File: src/rtl/dm_pkg.sv
// rtl/dm_pkg.sv - shared constants, state encoding and lane helpers for dm_ctrl
// Optional feature macro: DM_ALIGN_CHECK_EN (used by misaligned()).
package dm_pkg;

  // Operation codes presented on req_op
  localparam logic [2:0] OP_LW  = 3'd0;
  localparam logic [2:0] OP_LH  = 3'd1;
  localparam logic [2:0] OP_LHU = 3'd2;
  localparam logic [2:0] OP_LB  = 3'd3;
  localparam logic [2:0] OP_LBU = 3'd4;
  localparam logic [2:0] OP_SW  = 3'd5;
  localparam logic [2:0] OP_SH  = 3'd6;
  localparam logic [2:0] OP_SB  = 3'd7;

  localparam int MAX_WAIT_DEFAULT = 15;

  typedef enum logic [1:0] {
    ST_IDLE   = 2'd0,
    ST_ACCESS = 2'd1,
    ST_RESP   = 2'd2
  } dm_state_t;

  function automatic logic is_store(input logic [2:0] op);
    return (op == OP_SW) || (op == OP_SH) || (op == OP_SB);
  endfunction

  // Byte enables; loads and full words touch every lane
  function automatic logic [3:0] store_be(input logic [2:0] op, input logic [1:0] addr);
    logic [3:0] be;
    case (op)
      OP_SH:   be = addr[1] ? 4'b1100 : 4'b0011;
      OP_SB:   be = 4'b0001 << addr;
      default: be = 4'b1111;
    endcase
    return be;
  endfunction

  // Replicate the right-aligned store value so the enabled lanes carry it
  function automatic logic [31:0] store_data(input logic [2:0] op, input logic [31:0] wdata);
    logic [31:0] d;
    case (op)
      OP_SW:   d = wdata;
      OP_SH:   d = {2{wdata[15:0]}};
      OP_SB:   d = {4{wdata[7:0]}};
      default: d = 32'd0;
    endcase
    return d;
  endfunction

  function automatic logic misaligned(input logic [2:0] op, input logic [1:0] addr);
    logic m;
    case (op)
      OP_LW, OP_SW:         m = (addr != 2'b00);
      OP_LH, OP_LHU, OP_SH: m = addr[0];
      default:              m = 1'b0;
    endcase
    return m;
  endfunction

endpackage

File: src/rtl/dm_load_ext.sv
// rtl/dm_load_ext.sv - little-endian lane select and sign/zero extension of load data
// Ports: rdata (raw memory word), addr (byte offset), op (load op code), data (extended result).
module dm_load_ext
  import dm_pkg::*;
(
  input  logic [31:0] rdata,
  input  logic [1:0]  addr,
  input  logic [2:0]  op,
  output logic [31:0] data
);

  logic [7:0]  lane_b;
  logic [15:0] lane_h;

  always_comb begin
    lane_b = rdata[{addr, 3'b000} +: 8];
    // Halves ignore addr[0]; an odd half address is either trapped upstream or tolerated
    lane_h = addr[1] ? rdata[31:16] : rdata[15:0];
    case (op)
      OP_LH:   data = {{16{lane_h[15]}}, lane_h};
      OP_LHU:  data = {16'd0, lane_h};
      OP_LB:   data = {{24{lane_b[7]}}, lane_b};
      OP_LBU:  data = {24'd0, lane_b};
      default: data = rdata;
    endcase
  end

endmodule

File: src/rtl/dm_ctrl.sv
// rtl/dm_ctrl.sv - MEM-stage data memory controller (IDLE/ACCESS/RESP) with wait timeout
// Ports: clk, reset (async, active-high); req_valid/req_op/req_addr/req_wdata from the pipeline;
//        stall, rsp_valid, rsp_data, err back to the pipeline; mem_req/mem_we/mem_addr/mem_be/
//        mem_wdata to memory and mem_ack/mem_rdata from memory.
// Optional feature: define DM_ALIGN_CHECK_EN to trap misaligned word/half accesses.
module dm_ctrl
  import dm_pkg::*;
#(
  parameter int MAX_WAIT = MAX_WAIT_DEFAULT
) (
  input  logic        clk,
  input  logic        reset,
  input  logic        req_valid,
  input  logic [2:0]  req_op,
  input  logic [31:0] req_addr,
  input  logic [31:0] req_wdata,
  output logic        stall,
  output logic        rsp_valid,
  output logic [31:0] rsp_data,
  output logic        err,
  output logic        mem_req,
  output logic        mem_we,
  output logic [31:0] mem_addr,
  output logic [3:0]  mem_be,
  output logic [31:0] mem_wdata,
  input  logic        mem_ack,
  input  logic [31:0] mem_rdata
);

  // Counter value at which the last permitted ACCESS cycle is running
  localparam logic [7:0] LAST_CNT = 8'(MAX_WAIT - 1);

  dm_state_t   state, state_nx;
  logic [2:0]  op_q;
  logic [1:0]  addr_lo_q;
  logic [7:0]  wait_cnt;
  logic [31:0] load_data;
  logic        accept;
  logic        misalign;
  logic        timeout;

  assign accept = (state == ST_IDLE) && req_valid;

`ifdef DM_ALIGN_CHECK_EN
  assign misalign = misaligned(req_op, req_addr[1:0]);
`else
  assign misalign = 1'b0;
`endif

  // An ack arriving on the final cycle takes priority over the timeout
  assign timeout = (state == ST_ACCESS) && !mem_ack && (wait_cnt == LAST_CNT);

  assign stall = accept || (state == ST_ACCESS);

  dm_load_ext u_load_ext (
    .rdata (mem_rdata),
    .addr  (addr_lo_q),
    .op    (op_q),
    .data  (load_data)
  );

  always_ff @(posedge clk or posedge reset) begin
    if (reset) begin
      state <= ST_IDLE;
    end else begin
      state <= state_nx;
    end
  end

  always_comb begin
    state_nx = state;
    case (state)
      ST_IDLE: begin
        if (req_valid) begin
          state_nx = misalign ? ST_RESP : ST_ACCESS;
        end
      end
      ST_ACCESS: begin
        if (mem_ack || timeout) begin
          state_nx = ST_RESP;
        end
      end
      ST_RESP: state_nx = ST_IDLE;
      default: state_nx = ST_IDLE;
    endcase
  end

  // Request bus and response registers; the bus is loaded once on acceptance
  // so it stays stable for the whole ACCESS phase.
  always_ff @(posedge clk or posedge reset) begin
    if (reset) begin
      op_q      <= OP_LW;
      addr_lo_q <= 2'b00;
      wait_cnt  <= 8'd0;
      mem_req   <= 1'b0;
      mem_we    <= 1'b0;
      mem_be    <= 4'b0000;
      mem_addr  <= 32'd0;
      mem_wdata <= 32'd0;
      rsp_valid <= 1'b0;
      err       <= 1'b0;
      rsp_data  <= 32'd0;
    end else begin
      rsp_valid <= 1'b0;
      if (accept) begin
        op_q      <= req_op;
        addr_lo_q <= req_addr[1:0];
        wait_cnt  <= 8'd0;
        if (misalign) begin
          rsp_valid <= 1'b1;
          err       <= 1'b1;
          rsp_data  <= 32'd0;
        end else begin
          mem_req   <= 1'b1;
          mem_we    <= is_store(req_op);
          mem_be    <= store_be(req_op, req_addr[1:0]);
          mem_addr  <= {req_addr[31:2], 2'b00};
          mem_wdata <= store_data(req_op, req_wdata);
        end
      end else if (state == ST_ACCESS) begin
        if (mem_ack || timeout) begin
          mem_req   <= 1'b0;
          mem_we    <= 1'b0;
          mem_be    <= 4'b0000;
          rsp_valid <= 1'b1;
          err       <= !mem_ack;
          rsp_data  <= (mem_ack && !is_store(op_q)) ? load_data : 32'd0;
        end else begin
          wait_cnt <= wait_cnt + 8'd1;
        end
      end
    end
  end

endmodule

File: config.mk
export PLATFORM = sky130hd
export DESIGN_NAME = dm_ctrl
export DESIGN_NICKNAME = d
export VERILOG_FILES = /design/src/rtl/dm_pkg.sv /design/src/rtl/dm_load_ext.sv /design/src/rtl/dm_ctrl.sv
export SDC_FILE = /design/constraint.sdc
export NUM_CORES = 1
export LEC_CHECK = 0
export CORE_MARGIN = 5
export CORE_UTILIZATION = 45
export CTS_CLUSTER_DIAMETER = 80
export CTS_CLUSTER_SIZE = 25
export DETAILED_ROUTE_END_ITERATION = 7
export GPL_TIMING_DRIVEN = 0
export PLACE_DENSITY = 0.81
export SYNTH_ARGS = -nofsm -noshare
export SYNTH_HDL_FRONTEND = slang
export SYNTH_SLANG_ARGS = --single-unit
File: constraint.sdc
create_clock -name clk -period 4.95 [get_ports clk]
set_input_delay 1.485 -clock clk [delete_from_list [all_inputs] [get_ports clk]]
set_output_delay 1.485 -clock clk [all_outputs]
set_load 0.03 [all_outputs]
==> flow_metrics.py <==
metrics = {
    "floorplanning": {
        "coreArea_um2": 12100,
        "num_rows": 40,
        "pin_count": 208,
        "fp.dieH_um": 121,
        "die_w_um": 121,
        "start_util_pct": 46.3,
        "die_area_um2": 14700,
    },
    "route": {
        "wl_met2_um": 9150,
        "wl_met1_um": 7170,
        "drc": 0,
        "wl_per_cell_um": 19.2,
        "drt-total-wl_um": 19300,
        "topRoutingLayerUsed": "met4",
        "met3WireLength_um": 2450,
        "drtPass1Iterations": 5,
        "vias_per_cell": 5.56,
        "drtIter0Drc": 401,
        "ant_nets": 0,
        "routed-via-count": 5589,
    },
    "synthesis": {
        "synth.most_common_cell": "nand2_1",
        "ys_ff_latch": 117,
        "postSynth.asyncResetShare_pct": 100,
        "synth_top_area_share_pct": 52.5,
        "synth_warnings": 0,
        "synth_area_per_cell_um2": 9.30,
        "synthTopCellsByCount": "nand2_1, dfrtp_1, a21oi_1, o21ai_0, clkbuf_1",
        "synthCells": 600,
        "synth_area_leader_cell": "dfrtp_1",
        "synth_seq_area_share_pct": 52.5,
        "syn_area_um2": 5580,
        "synth_edf_count": 0,
        "synth_cell_types": 53,
        "ys.flop_type": "dfrtp_1",
        "yosys-top-cells-area": "dfrtp_1, nand2_1, a21oi_1",
    },
    "final_layout": {
        "insertedDiodeCount": 0,
        "finalNetCount": 930,
        "fin_area_um2": 8470,
        "syn_to_final_growth_pct": 51.8,
        "drive_above_1_share_pct": 7.77,
    },
    "setup_path": {
        "arrival_ns": 2.85,
        "cp_data_required_time_ns": 3.46,
        "crit_fanout": 3,
        "cp-start-kind": "input port",
        "crit_type": "in2out",
        "worst_setup_path_end_kind": "output port",
    },
    "job": {
        "cap_violations": 0,
    },
    "clocking": {
        "cts.clk_slew.worst_paths_ns": 0.06,
        "cts_root_buf": "clkbuf_16",
        "cts_max_level": 4,
        "numCtsBuffers": 17,
        "clkLatencyLatePin_ns": 0.41,
        "cts_buffer_depth": 2,
        "cts_resized": 0,
        "cts_tree": "yes",
        "clkSinkCount": 117,
        "cts_setup_buffers": 0,
        "postCtsHoldBufs": 0,
    },
    "sta": {
        "slew_headroom_pct": 41.9,
        "hold_viol_final": 0,
        "grt_setup_unrepaired": "false",
        "fin_crit_sh_pct": 87.6,
        "finClkSkew_ns": 0.00902,
        "hold_slack_ns": 0.470,
        "max_freq_ghz": 0.231,
        "tns_ns": 0,
        "finalSetupViolations": 0,
        "period_minus_slack_ns": 4.34,
        "slew_violations": 0,
        "worst_pin_slew_ns": 0.868,
    },
    "placed_design": {
        "gp_congestion": 0.919,
        "dpl.hpwl_um": 14300,
        "placed_area_um2": 7870,
        "port_buffers": 204,
    },
    "global_routing": {
        "grt_usage_pct": 26.4,
        "grt_pass1_wl_um": 30600,
        "grt_pass1_vias": 5830,
        "overflow": 0,
        "grt_max_degree": 96,
        "antenna_found_initial": 0,
    },
    "power": {
        "power_mw": 5.09,
        "p_per_area_nw_per_um2": 601,
        "total_leakage_power_nw": 3.72,
        "peakVddDrop_mv": 0.326,
    },
    "min_path": {
        "hp-class": "reg2reg",
    },
    "status": {
        "status": "finished clean",
    },
}
-- cell type report --
type	instances	area, um^2
clock buffer	20	447
clock inverter	11	158
inverter	11	46.3
fill	930	3590
sequential	117	2930
buffer	44	205
multi-input combinational	429	2410
timing repair buffer	205	2070
tap	168	210
-- layout by cell type (no fill, tap or decap), types with 15 or more instances in the layout --
cell             instances
clkbuf_1                25
nand2_1                157
o21ai_0                 39
clkdlybuf4s50_1        204
nor3_1                  15
clkbuf_16               17
nor2_1                  19
dfrtp_1                117
a22o_1                  19
a21oi_1                 39
-- stage by stage --
step                util, %  worst slack [ns]  instances
floorplan                 -             0.364        601
global placement       65.0             -1.26        973
detailed placement     65.2             0.595        974
CTS                    70.3             0.593       1005
global route           70.3             0.533       1005
finish                 70.3             0.614       1005
-- logic make-up after synthesis --
| group | share of synthesized area (%) |
|---|---|
| compound gates | 20.9 |
| fa+ha+maj | 0.628 |
| simple gates | 17.8 |
| buf+inv | 4.42 |
| other cells | 0.0672 |
| flops | 52.5 |
| xor+xnor | 0.941 |
| mux | 2.87 |
-- power breakdown --
part | leakage [nW] | internal, mW | switching (mW) | total, mW
registers | 1.51 | 1.28 | 0.201 | 1.48
logic | 1.91 | 0.915 | 1.42 | 2.34
clock network | 0.299 | 0.846 | 0.429 | 1.27
total | 3.72 | 3.04 | 2.05 | 5.09
-- routing by layer --
metal / vias up / track usage, %
met5: - / 0
met4: 0 / 9.66
met3: 51 / 12.3
met2: 322 / 42.8
met1: 2652 / 30.6
li1: 2564 / -
-- critical path, cell delays in order --
cell,delay [ns]
clkdlybuf4s50_1,0.51
nor2_1,0.05
nor2_1,0.10
clkdlybuf4s50_1,0.70
-- final timing paths --
kind	endpoint	cells after the start	slack, ns	from
worst max-delay path	stall	4	0.61	req_valid
worst min-delay path	mem_addr[20]	2	0.47	mem_addr[20]
worst max register to register	mem_be[0]	6	2.85	state[1]
worst min register to register	mem_addr[20]	2	0.47	mem_addr[20]
max in group asynchronous	mem_we	3	2.82	reset
min in group asynchronous	mem_addr[17]	2	1.39	reset
-- sequential cells by signal, indices dropped and copies added, names as in the netlist --
name / flops
mem_wdata: 32
rsp_data: 32
mem_addr: 30
wait_cnt: 8
mem_be: 4
op_q: 3
addr_lo_q: 2
state: 2
err: 1
mem_req: 1
mem_we: 1
rsp_valid: 1
Power figures use the tool's default switching activity.
